<file path="src/rtl/draw_sprite_anim.sv">
// Overlays one animated, scalable, mirrorable sprite on the VGA stream.
// Position and visibility are latched at each vblank edge so a frame never tears.
module draw_sprite_anim #(
    parameter int          WIDTH        = 48,
    parameter int          HEIGHT       = 64,
    parameter int          ADDR_WIDTH_X = 6,
    parameter int          ADDR_WIDTH_Y = 6,
    parameter int          FRAMES       = 4,
    parameter int          FRAME_BITS   = 2,
    parameter int          FRAME_DIV    = 8,
    parameter int          SCALE_X_BITS = 0,
    parameter int          SCALE_Y_BITS = 0,
    parameter int          ROM_LATENCY  = 1,
    parameter int          TRANSPARENCY = 1,
    parameter logic [11:0] ALPHA        = 12'h000
) (
    input  logic                                       pclk,
    input  logic                                       rst_n,
    input  logic [10:0]                                hcount_in,
    input  logic [10:0]                                vcount_in,
    input  logic                                       hsync_in,
    input  logic                                       vsync_in,
    input  logic                                       hblnk_in,
    input  logic                                       vblnk_in,
    input  logic [11:0]                                rgb_in,
    output logic [10:0]                                hcount_out,
    output logic [10:0]                                vcount_out,
    output logic                                       hsync_out,
    output logic                                       vsync_out,
    output logic                                       hblnk_out,
    output logic                                       vblnk_out,
    output logic [11:0]                                rgb_out,
    output logic                                       hit_out,
    output logic [FRAME_BITS+ADDR_WIDTH_Y+ADDR_WIDTH_X-1:0] pixel_addr,
    input  logic [11:0]                                rgb_pixel,
    input  logic [10:0]                                xpos,
    input  logic [10:0]                                ypos,
    input  logic                                       invert,
    input  logic                                       enable,
    input  logic                                       anim_run
);

    localparam int          L        = 1 + ROM_LATENCY;
    localparam int          DIV_BITS = (FRAME_DIV > 1) ? $clog2(FRAME_DIV) : 1;
    localparam logic [12:0] SPAN_X   = 13'(WIDTH << SCALE_X_BITS);
    localparam logic [12:0] SPAN_Y   = 13'(HEIGHT << SCALE_Y_BITS);

    typedef struct packed {
        logic [10:0] hc;
        logic [10:0] vc;
        logic        hs;
        logic        vs;
        logic        hb;
        logic        vb;
        logic [11:0] rgb;
        logic        hit;
    } vid_t;

    logic                    vblnk_prev;
    logic [10:0]             xpos_s;
    logic [10:0]             ypos_s;
    logic                    invert_s;
    logic                    enable_s;
    logic [FRAME_BITS-1:0]   frame;
    logic [DIV_BITS-1:0]     divider;
    vid_t                    pipe [L];

    // Window compare is done 13 bits wide so a sprite hanging past 2047 clips instead of wrapping.
    logic [12:0]             hc13, vc13, x_lo, x_hi, y_lo, y_hi, dx, dy, col_raw, row_raw;
    logic [ADDR_WIDTH_X-1:0] col_n, col_s;
    logic [ADDR_WIDTH_Y-1:0] row_s;
    logic                    hit_c;
    logic                    vblank_edge;
    logic                    opaque;
    vid_t                    cur;
    vid_t                    last;

    assign hc13    = {2'b00, hcount_in};
    assign vc13    = {2'b00, vcount_in};
    assign x_lo    = {2'b00, xpos_s};
    assign y_lo    = {2'b00, ypos_s};
    assign x_hi    = x_lo + SPAN_X;
    assign y_hi    = y_lo + SPAN_Y;
    assign dx      = hc13 - x_lo;
    assign dy      = vc13 - y_lo;
    assign col_raw = dx >> SCALE_X_BITS;
    assign row_raw = dy >> SCALE_Y_BITS;
    assign col_n   = ADDR_WIDTH_X'(col_raw);
    assign col_s   = invert_s ? (ADDR_WIDTH_X'(WIDTH - 1) - col_n) : col_n;
    assign row_s   = ADDR_WIDTH_Y'(row_raw);

    assign hit_c = enable_s && !hblnk_in && !vblnk_in &&
                   (hc13 >= x_lo) && (hc13 < x_hi) &&
                   (vc13 >= y_lo) && (vc13 < y_hi);

    assign vblank_edge = vblnk_in && !vblnk_prev;

    always_ff @(posedge pclk or negedge rst_n) begin
        if (!rst_n) begin
            vblnk_prev <= 1'b0;
            xpos_s     <= '0;
            ypos_s     <= '0;
            invert_s   <= 1'b0;
            enable_s   <= 1'b0;
            frame      <= '0;
            divider    <= '0;
        end else begin
            vblnk_prev <= vblnk_in;
            if (vblank_edge) begin
                xpos_s   <= xpos;
                ypos_s   <= ypos;
                invert_s <= invert;
                enable_s <= enable;
                if (anim_run) begin
                    if (divider == DIV_BITS'(FRAME_DIV - 1)) begin
                        divider <= '0;
                        frame   <= (frame == FRAME_BITS'(FRAMES - 1)) ? '0 : frame + 1'b1;
                    end else begin
                        divider <= divider + 1'b1;
                    end
                end
            end
        end
    end

    always_ff @(posedge pclk or negedge rst_n) begin
        if (!rst_n) begin
            pixel_addr <= '0;
        end else if (hit_c) begin
            pixel_addr <= {frame, row_s, col_s};
        end
    end

    assign cur = '{hc: hcount_in, vc: vcount_in, hs: hsync_in, vs: vsync_in,
                   hb: hblnk_in, vb: vblnk_in, rgb: rgb_in, hit: hit_c};

    // L stages so the timing lands on the same cycle as the ROM data for this pixel.
    always_ff @(posedge pclk or negedge rst_n) begin
        if (!rst_n) begin
            for (int i = 0; i < L; i++) pipe[i] <= '0;
        end else begin
            pipe[0] <= cur;
            for (int i = 1; i < L; i++) pipe[i] <= pipe[i-1];
        end
    end

    assign last   = pipe[L-1];
    assign opaque = !((TRANSPARENCY != 0) && (rgb_pixel == ALPHA));

    assign hcount_out = last.hc;
    assign vcount_out = last.vc;
    assign hsync_out  = last.hs;
    assign vsync_out  = last.vs;
    assign hblnk_out  = last.hb;
    assign vblnk_out  = last.vb;
    assign hit_out    = last.hit && opaque;
    assign rgb_out    = hit_out ? rgb_pixel : last.rgb;

endmodule

</file>
<file path="config.mk">
export PLATFORM = sky130hd
export DESIGN_NAME = draw_sprite_anim
export DESIGN_NICKNAME = d
export VERILOG_FILES = /design/src/rtl/draw_sprite_anim.sv
export SDC_FILE = /design/constraint.sdc
export NUM_CORES = 1
export LEC_CHECK = 0
export CORE_ASPECT_RATIO = 1.1
export CORE_MARGIN = 8
export CORE_UTILIZATION = 49
export CTS_CLUSTER_DIAMETER = 40
export DETAILED_ROUTE_END_ITERATION = 16
export GPL_TIMING_DRIVEN = 0
export PLACE_DENSITY_LB_ADDON = 0.1
export RECOVER_POWER = 50
export SLEW_MARGIN = 10
export SYNTH_ARGS = -nofsm -noshare
export SYNTH_HDL_FRONTEND = slang
export SYNTH_SLANG_ARGS = --single-unit
</file>
<file path="constraint.sdc">
create_clock -name pclk -period 3.42 [get_ports pclk]
set_input_delay 0.342 -clock pclk [delete_from_list [all_inputs] [get_ports pclk]]
set_output_delay 0.342 -clock pclk [all_outputs]
set_load 0.005 [all_outputs]
</file>
==> impl_results.rst <==
.. list-table::
   :header-rows: 1

   * - Metric
     - Value
   * - Actual transition at the worst max-transition pin
     - 2.525 ns
   * - Final-report hold violation count
     - 0
   * - Area grow syn2layout
     - 39.37%
   * - Skew-Pair Late Insertion Delay
     - 0.40 ns
   * - Maximum clock frequency
     - 336.6 MHz
   * - Number of flops mapped to enable cells by yosys
     - 0
   * - Hold Path Cell Cnt
     - 0
   * - Total nets after synthesis
     - 536
   * - Overall via count from detail_route
     - 3582
   * - Number of synthesized register bits
     - 121
   * - Number of antenna repair diodes
     - 0
   * - Cell count after synthesis
     - 418
   * - Buffer depth of the longest clock path
     - 2
   * - Horizontal die dimension
     - 114.8 um
   * - Post-route clock period utilization
     - 86.88%
   * - Max-cap viol count
     - 1
   * - Floorplan die area
     - 14300 sq um
   * - Placed wire-length estimate
     - 8770 um
   * - Maximum clock skew at final layout
     - 0.008054 ns
   * - Netlist area before placement
     - 5256 sq um
   * - Cells resized by post-CTS repair
     - 0
   * - Non-filler instance count after layout
     - 723
   * - Final setup fails
     - 0
   * - Number of remaining DRC errors
     - 0
   * - Post-detailed-route via-to-cell ratio
     - 4.954
   * - Height of the die
     - 124.6 um
   * - Largest net degree at the start of global routing
     - 78
   * - Total I/O pin count
     - 130
   * - Wire length of the first global-routing pass
     - 19590 um
   * - Number of antenna violations at the first check in global routing
     - 0
   * - Starting DRT DRC Count
     - 99
   * - Hold endpoint
     - last[0]$_DFF_PN0_
   * - Startpoint-to-endpoint class of the critical path
     - in -> reg
   * - Post-synthesis cell type with the largest combined area
     - dfrtp_1
   * - Reg-to-reg critical path startpoint
     - xpos_s[5]$_DFFE_PN0P_
   * - Leakage Power
     - 3.348 nW
   * - Ratio of cells with drive above 1 in the final layout
     - 15.34%
   * - Core Footprint
     - 10440 sq um
   * - Nets
     - 686
   * - Number of global-route vias before repair
     - 3977
   * - Seq/Total Area, Yosys
     - 57.61%
   * - Most frequently used cell type in the post-synthesis netlist
     - dfrtp_1
   * - Clock edge transition at the registers on the reported setup and hold paths
     - 0.05 ns
   * - Violated checks
     - capacitance limit, slew limit
   * - Standard-cell rows
     - 39
   * - Critical path capture point type
     - flop
   * - Residual antenna-violating net count after detailed routing
     - 0
   * - Clock tree from TritonCTS
     - yes
   * - Port Buffer Count
     - 129
   * - Root Buffer
     - clkbuf_16
   * - Final core utilization
     - 70.15%
   * - Mean instance size in the synthesized netlist
     - 12.57 sq um
   * - Worst R2R Setup Slack
     - 0.51 ns
   * - Area contributors post-synth
     - dfrtp_1 (58%), ha_1 (9.3%), mux2_2 (4.9%), buf_4 (3.1%), o21ai_0 (3.0%)
   * - Critical path data arrival time
     - 3.25 ns
   * - Yosys synthesis warning count
     - 0
   * - Final Max Slew Viols
     - 45
   * - Number of buffers inserted during clock tree synthesis
     - 17
   * - Rel. slew slack
     - -68.31%
   * - Final non-filler cell area
     - 7326 sq um
   * - Average wire length per cell after detail routing
     - 16.43 um
   * - Detailed Routing Iterations Pass 1
     - 4
   * - Most frequent cells after synthesis
     - dfrtp_1 (121), ha_1 (39), o21ai_0 (31)
   * - Result of the run
     - finished with violations
   * - Final worst path period need
     - 2.971 ns
   * - Pwr/cell area
     - 577.4 nW/um^2
   * - Worst supply voltage drop on vdd
     - 0.0003256 V
   * - Post-Place Cells
     - 691
   * - Setup repair after global routing missed its margin
     - no
   * - GRT Overall Usage
     - 17.42%
   * - Path class of the lowest-slack min-delay path
     - reg -> reg
   * - Overflow after GRT
     - 0
   * - Total power
     - 0.004230 W
   * - R2R depth
     - 12
   * - Flip-flop cell with the highest count after synthesis
     - dfrtp_1
   * - Number of fill cells
     - 785
   * - Share of Yosys cell area claimed by the top area cell type
     - 57.61%
   * - Initial standard-cell utilization of the core
     - 50.34%
   * - Number of H-tree branching levels
     - 4
   * - Distinct cells, synth
     - 48
   * - Total number of clock tree sinks
     - 121
   * - Beginning of the worst hold path
     - pipe[39]$_DFF_PN0_
   * - Worst slack on hold paths
     - 0.3446 ns
   * - Share of flip-flops with an asynchronous set or reset after synthesis
     - 100.0%
   * - Endpoint of the worst register-to-register path
     - pixel_addr[10]$_DFFE_PN0P_
   * - Final wirelength
     - 11880 um
   * - Kind of start point of the critical path
     - input port
   * - GPL Wtd Cong
     - 0.8538
   * - Crit path max fanout
     - 10
   * - Required @ worst endpoint
     - 3.70 ns
   * - Cell area after placement
     - 6755 sq um
[stage by stage]
step | TNS, ns | setup slack (ns)
after global placement | -301.00 | -2.500
after floorplan | 0 | 0.9037
final | 0 | 0.4488
after CTS | 0 | 0.4523
after global routing | 0 | 0.1893
after detailed placement | 0 | 0.1496
[cell usage in the layout, fill, tap and decap left out, types with 5 or more instances in the layout]
cell | Yosys | routed
a21oi_1 | 12 | 12
xnor2_1 | 16 | 16
clkbuf_16 | 0 | 17
dfrtp_1 | 121 | 121
nor2b_1 | 5 | 5
nor2_1 | 8 | 8
nor3_1 | 5 | 5
mux2_4 | 7 | 7
ha_1 | 39 | 39
buf_4 | 22 | 22
nand4_1 | 5 | 5
a21o_1 | 9 | 9
dlygate4sd3_1 | 0 | 39
clkbuf_1 | 7 | 12
nand2_1 | 29 | 29
inv_1 | 30 | 30
nand3_1 | 5 | 5
o21ai_0 | 31 | 31
mux2_2 | 23 | 23
clkinv_2 | 0 | 6
clkdlybuf4s50_1 | 0 | 90
[power by group]
group | switching, W | internal, W
clock | 0.000578 | 0.00113
combinational | 0.000378 | 0.000479
sequential | 0.0000773 | 0.00159
total | 0.00103 | 0.00320
[metal layers]
metal	global-route usage (%)	wire length (um)	vias to the layer above
li1	-	-	1713
met1	20.78	5105	1754
met2	28.89	5895	103
met3	5.335	732	12
met4	6.269	144	0
met5	0	0	-
[state kept, by name, summed over array words and instances (netlist names), 2 cells and up]
signal	flops
divider	3
frame	2
hcount_out	11
last	13
pipe	39
pixel_addr	14
vcount_out	11
xpos_s	11
ypos_s	11
[worst max-delay path by stage]
stage / startpoint / end / slack, ns / cells past startpoint
floorplan: xpos_s[5]$_DFFE_PN0P_ / pixel_addr[10]$_DFFE_PN0P_ / 0.90 / 12
global placement: rst_n / pipe[69]$_DFF_PN0_ / -2.50 / 1
detailed placement: vcount_in[0] / pixel_addr[8]$_DFFE_PN0P_ / 0.15 / 11
CTS: rgb_pixel[6] / rgb_out[9] / 0.45 / 6
global route: rst_n / pipe[73]$_DFF_PN0_ / 0.19 / 2
finish: vcount_in[0] / pixel_addr[10]$_DFFE_PN0P_ / 0.45 / 11
[cell families after synthesis]
| family | share of synthesized area, % |
|---|---|
| flops | 57.61 |
| compound gates | 9.284 |
| simple gates | 6.522 |
| buf+inv | 6.237 |
| fa+ha+maj | 10.05 |
| mux | 7.308 |
| xor+xnor | 2.999 |
[what timing repair did]
action | in CTS | in global routing
buffers inserted | 0 | 0
hold endpoints to repair | 44 | 0
hold buffers | 1 | 0
[cell type report]
class / instances / area [sq um] / share of cell area [%]
Tap cell: 143 / 178.9 / 2.442
Buffer: 31 / 207.7 / 2.835
Clock inverter: 10 / 127.6 / 1.742
Sequential cell: 121 / 3028 / 41.33
Timing Repair Buffer: 131 / 1323 / 18.05
Multi-Input combinational cell: 234 / 1901 / 25.94
Clock buffer: 21 / 440.4 / 6.012
Inverter: 32 / 120.1 / 1.640
[worst max-delay path: stages]
cell and delay, ns:
dlygate4sd3_1 0.55, inv_1 0.05, ha_1 0.23, fa_1 0.42, nand2b_1 0.17, a21boi_0 0.30, o21ai_0 0.16, a31o_2 0.29
nand4_2 0.18, buf_6 0.23, mux2_4 0.31
Power figures use the tool's default switching activity.
